`config.mk`:
```
export PLATFORM = sky130hd
export DESIGN_NAME = guard_reset_seq
export DESIGN_NICKNAME = d
export VERILOG_FILES = /design/src/rtl/guard_reset_seq.sv
export SDC_FILE = /design/constraint.sdc
export NUM_CORES = 1
export LEC_CHECK = 0
export BUFFER_PORTS_ARGS = -buffer_cell sky130_fd_sc_hd__buf_2
export CAP_MARGIN = 20
export CELL_PAD_IN_SITES_DETAIL_PLACEMENT = 1
export CELL_PAD_IN_SITES_GLOBAL_PLACEMENT = 2
export CORE_ASPECT_RATIO = 0.8
export CORE_MARGIN = 4
export CORE_UTILIZATION = 30
export DETAILED_ROUTE_END_ITERATION = 6
export PLACE_DENSITY = 0.69
export SLEW_MARGIN = 20
export SYNTH_ARGS = -nofsm -noshare
export SYNTH_HDL_FRONTEND = slang
export SYNTH_SLANG_ARGS = --single-unit
```
`constraint.sdc`:
```
create_clock -name clk_i -period 1.6 [get_ports clk_i]
set_input_delay 0.16 -clock clk_i [delete_from_list [all_inputs] [get_ports clk_i]]
set_output_delay 0.16 -clock clk_i [all_outputs]
set_load 0.005 [all_outputs]
```
`src/rtl/guard_reset_seq.sv`:
```
// Reset sequencer for a guarded slave: isolate, drain in-flight traffic,
// pulse the slave reset, clear the guards, then blank one cycle before re-arming.
module guard_reset_seq #(
  parameter int unsigned DrainCycles = 64,
  parameter int unsigned RstCycles   = 16
) (
  input  logic       clk_i,
  input  logic       rst_i,
  input  logic       wr_reset_req_i,
  input  logic       rd_reset_req_i,
  input  logic       outstanding_i,
  input  logic       irq_ack_i,
  output logic       isolate_o,
  output logic       slv_rst_o,
  output logic       reset_clear_o,
  output logic       busy_o,
  output logic       irq_o,
  output logic [2:0] cause_o
);

  localparam int unsigned MaxCycles = (DrainCycles > RstCycles) ? DrainCycles : RstCycles;
  localparam int unsigned CntW      = $clog2(MaxCycles + 1);

  localparam logic [CntW-1:0] DrainLast = CntW'(DrainCycles - 1);
  localparam logic [CntW-1:0] RstLast   = CntW'(RstCycles - 1);
  localparam logic [CntW-1:0] CntMax    = {CntW{1'b1}};

  localparam logic [2:0] IDLE    = 3'd0;
  localparam logic [2:0] DRAIN   = 3'd1;
  localparam logic [2:0] SLV_RST = 3'd2;
  localparam logic [2:0] CLEAR   = 3'd3;
  localparam logic [2:0] BLANK   = 3'd4;

  logic [2:0]      state_q, state_d;
  logic [CntW-1:0] cnt_q, cnt_d;
  logic [2:0]      cause_q, cause_d;
  logic            irq_q, irq_d;
  logic            isolate_q, isolate_d;
  logic            busy_q, busy_d;
  logic            slv_rst_q, slv_rst_d;
  logic            clear_q, clear_d;
  logic [2:0]      req_bits;

  assign req_bits = {1'b0, rd_reset_req_i, wr_reset_req_i};

  // Next state, shared dwell counter and sticky cause/irq bookkeeping.
  always_comb begin
    state_d = state_q;
    cnt_d   = (cnt_q == CntMax) ? cnt_q : cnt_q + CntW'(1);
    cause_d = cause_q;
    irq_d   = irq_q;

    case (state_q)
      IDLE: begin
        cnt_d = '0;
        if (wr_reset_req_i || rd_reset_req_i) begin
          // A fresh request beats a coincident acknowledge.
          state_d = DRAIN;
          irq_d   = 1'b1;
          cause_d = (irq_ack_i ? 3'b000 : cause_q) | req_bits;
        end else if (irq_ack_i) begin
          irq_d   = 1'b0;
          cause_d = 3'b000;
        end
      end
      DRAIN: begin
        cause_d = cause_q | req_bits;
        if (!outstanding_i) begin
          state_d = SLV_RST;
          cnt_d   = '0;
        end else if (cnt_q >= DrainLast) begin
          state_d    = SLV_RST;
          cnt_d      = '0;
          cause_d[2] = 1'b1;
        end
      end
      SLV_RST: begin
        cause_d = cause_q | req_bits;
        if (cnt_q >= RstLast) begin
          state_d = CLEAR;
          cnt_d   = '0;
        end
      end
      CLEAR: begin
        cause_d = cause_q | req_bits;
        state_d = BLANK;
        cnt_d   = '0;
      end
      BLANK: begin
        state_d = IDLE;
        cnt_d   = '0;
      end
      default: begin
        state_d = IDLE;
        cnt_d   = '0;
      end
    endcase

    isolate_d = (state_d != IDLE);
    busy_d    = (state_d != IDLE);
    slv_rst_d = (state_d == SLV_RST);
    clear_d   = (state_d == CLEAR);
  end

  always_ff @(posedge clk_i or posedge rst_i) begin
    if (rst_i) begin
      state_q   <= IDLE;
      cnt_q     <= '0;
      cause_q   <= 3'b000;
      irq_q     <= 1'b0;
      isolate_q <= 1'b0;
      busy_q    <= 1'b0;
      slv_rst_q <= 1'b0;
      clear_q   <= 1'b0;
    end else begin
      state_q   <= state_d;
      cnt_q     <= cnt_d;
      cause_q   <= cause_d;
      irq_q     <= irq_d;
      isolate_q <= isolate_d;
      busy_q    <= busy_d;
      slv_rst_q <= slv_rst_d;
      clear_q   <= clear_d;
    end
  end

  assign isolate_o     = isolate_q;
  assign slv_rst_o     = slv_rst_q;
  assign reset_clear_o = clear_q;
  assign busy_o        = busy_q;
  assign irq_o         = irq_q;
  assign cause_o       = cause_q;

endmodule
```
==> qor.csv <==
stage,metric,value,unit
outcome,status,completed,
placed_design,routabilityCongestion,0.782,
global_routing,grtUsageTotal,0.119,
power_and_ir_drop,power,1.38,mW
critical_path,slowest_delay,0.48,ns
critical_path,crit_chain,"ha_2, a21oi_2, nor2_1, o41a_4, nor3b_2",
sta,fin_skew,0.00798,ns
logic_synthesis,netlist_top_cells_count,"dfrtp_1 (17), nand2_1 (9), nor2_1 (8)",
die,rows,16,
layout,finalNetCount,111,
logic_synthesis,syn-cell-area,811,um^2
logic_synthesis,synth_fp_nets,85,
power_and_ir_drop,p_leak,0.461,nW
layout,area.growth.synth_to_final,25.3,%
die,io_pins,14,
sta,clock.fmax,658,MHz
critical_path,cp.buffers_inverters,0,
layout,diodes,0,
clock_network,root_buffer,clkbuf_4,
critical_path,critPathKind,register to register,
layout,seq_area,425,um^2
hold_path,worst_hold_path_type,input port to register,
clock_network,cts_tree,yes,
critical_path,required,1.82,ns
die,die-height,54.5,um
logic_synthesis,synth_cell_types,29,
power_and_ir_drop,powerDensity,1360,mW/mm^2
critical_path,cp_slowest_cell,o41a_4,
logic_synthesis,synth-main-ff-cell,dfrtp_1,
sta,max_slew_margin,0.555,
global_routing,grt_pass1_vias,639,
logic_synthesis,yosysMostFrequentCell,dfrtp_1,
clock_network,htree_levels,1,
layout,final_util,0.403,
critical_path,critPathLaunchType,register,
clock_network,insertion_delay,0.29,ns
placed_design,place_hpwl,1.40,mm
logic_synthesis,ys_warn_count,0,
drt,vias,628,
critical_path,crit_path_end_kind,register,
drt,first_pass_iters,3,
power_and_ir_drop,vdd_drop_max,0.446,mV
die,core_area,0.00252,mm^2
drt,drt_wl_total,1.80,mm
layout,multi_input_area,364,um^2
logic_synthesis,synthArstFlopShare,1.00,
global_routing,grt_pass1_wl,3.10,mm
logic_synthesis,ys_ff_latch,17,
logic_synthesis,synth_top_area_cell,dfrtp_1,
global_routing,grt_max_degree,18,
placed_design,portBuffers,13,
critical_path,crit_fanout,6,
clock_network,clockBufferDepth,2,
critical_path,cp_top_family,compound AO/OA/AOI/OAI gates,
clock_network,clock_sinks,17,
sta,final_max_slew_viol_count,0,
drt,drt_iter0_drc,4,
die,dieWidth,66.1,um
layout,final_cells,139,
global_routing,grt_overflow_total,0,
logic_synthesis,yosysTopAreaCellShare,0.525,
logic_synthesis,synth_edf_count,0,
logic_synthesis,netlist_top_cells_area,"dfrtp_1 (52%), nor3_2 (4.9%), nand2_1 (4.2%)",
logic_synthesis,syn_avg_cell_area,10.4,um^2
sta,post-route-period-util,0.951,
sta,finalHoldWorstSlack,0.113,ns
clock_network,cts_buffers,3,
sta,setup_viol_count_final,0,
global_routing,antenna_found_initial,0,
placed_design,placed_cell_area,968,um^2
die,fp.dieArea,0.00360,mm^2
critical_path,critPathArrivalTime,1.74,ns
layout,fillers,299,
layout,design_area,0.00102,mm^2
flow_run,maxCapViolations,0,
die,start_util,0.321,
layout,drive_above_1_share,0.340,
drt,wire_per_inst,12.9,um
sta,report.final.hold_viol_count,0,
logic_synthesis,postSynthCellCount,78,
clock_network,cts.clk_slew.worst_paths,0.11,ns
sta,fin_crit,1.52,ns
drt,avgViaCountPerCell,4.52,
drt,drc_errors,0,
drt,ant_nets,0,
placed_design,placedCellCount,133,
logic_synthesis,ys_seq_area_frac,0.525,
sta,tightestPinTransition,0.666,ns
-- tightest hold or removal path, cell delays in order --
cell and delay (ns):
buf_2 0.11, inv_1 0.04, o21ai_0 0.06
-- through the flow --
stage | setup WS (ns) | TNS (ns)
4_1_cts | 0.0314 | 0
3_5_place_dp | 0.0445 | 0
3_3_place_gp | 0.0797 | 0
2_1_floorplan | 0.00480 | 0
6_report | 0.0791 | 0
5_1_grt | -0.00153 | -0.00153
-- registers in the layout (all words and copies together) (netlist names) --
name	flops
cause_o	3
slv_rst_o	1
state_q	3
irq_o	1
cnt_q	7
busy_o	1
reset_clear_o	1
-- layout make-up --
class | instances | share of cell area
Timing Repair Buffer | 23 | 0.140
Multi-Input combinational cell | 56 | 0.358
Clock inverter | 1 | 0.00493
Clock buffer | 3 | 0.0222
Tap cell | 36 | 0.0443
Sequential cell | 17 | 0.419
Inverter | 3 | 0.0111
-- power by group --
part / switching, mW / internal [mW] / leakage, nW
combinational: 0.257 / 0.253 / 0.230
sequential: 0.0947 / 0.544 / 0.213
clock: 0.139 / 0.0930 / 0.0177
-- layout by cell type, fill, tap and decap left out, drive strengths merged, types with 2 or more instances in the layout --
master and instances:
dfrtp 17, buf 22, inv 3, clkbuf 3, nor3 6, a21oi 3, nand2 9, nor2b 3
nor3b 2, nand3 2, o21ai 6, nand4 2, xor2 3, nor2 8
-- cells by family after synthesis --
group,Yosys count,synth area share
simple gates,36,0.255
flops,17,0.525
compound gates,14,0.128
other cells,1,0.00463
fa+ha+maj,1,0.0154
buf+inv,5,0.0293
xor+xnor,4,0.0432
-- routing by layer --
metal | GRT usage | up-vias | wire length, um
met1 | 0.162 | 298 | 925
met2 | 0.171 | 12 | 759
met3 | 0.0452 | 2 | 96
met4 | 0.0405 | 0 | 18
li1 | - | 316 | -
met5 | 0 | - | 0
-- final timing paths --
kind / startpoint / end / slack [ns] / cells past startpoint
max in group asynchronous: rst_i / cnt_q[1]$_DFF_PP0_ / 0.68 / 3
worst min-delay path: wr_reset_req_i / cause_o[0]$_DFFE_PP0N_ / 0.11 / 3
min in group asynchronous: rst_i / state_q[0]$_DFF_PP0_ / 0.49 / 3
worst min register to register: irq_o$_DFFE_PP0P_ / irq_o$_DFFE_PP0P_ / 0.49 / 2
worst max-delay path: cnt_q[0]$_DFF_PP0_ / cnt_q[1]$_DFF_PP0_ / 0.08 / 5
worst max register to register: cnt_q[0]$_DFF_PP0_ / cnt_q[1]$_DFF_PP0_ / 0.08 / 5
-- repair_timing --
| action | in CTS | in global routing |
|---|---|---|
| endpoints found under the setup margin | 0 | 6 |
| resized for setup | 0 | 1 |
| buffers inserted | 0 | 1 |
| hold buffers | 1 | 0 |
| hold endpoints to repair | 17 | 0 |
Power figures use the tool's default switching activity.
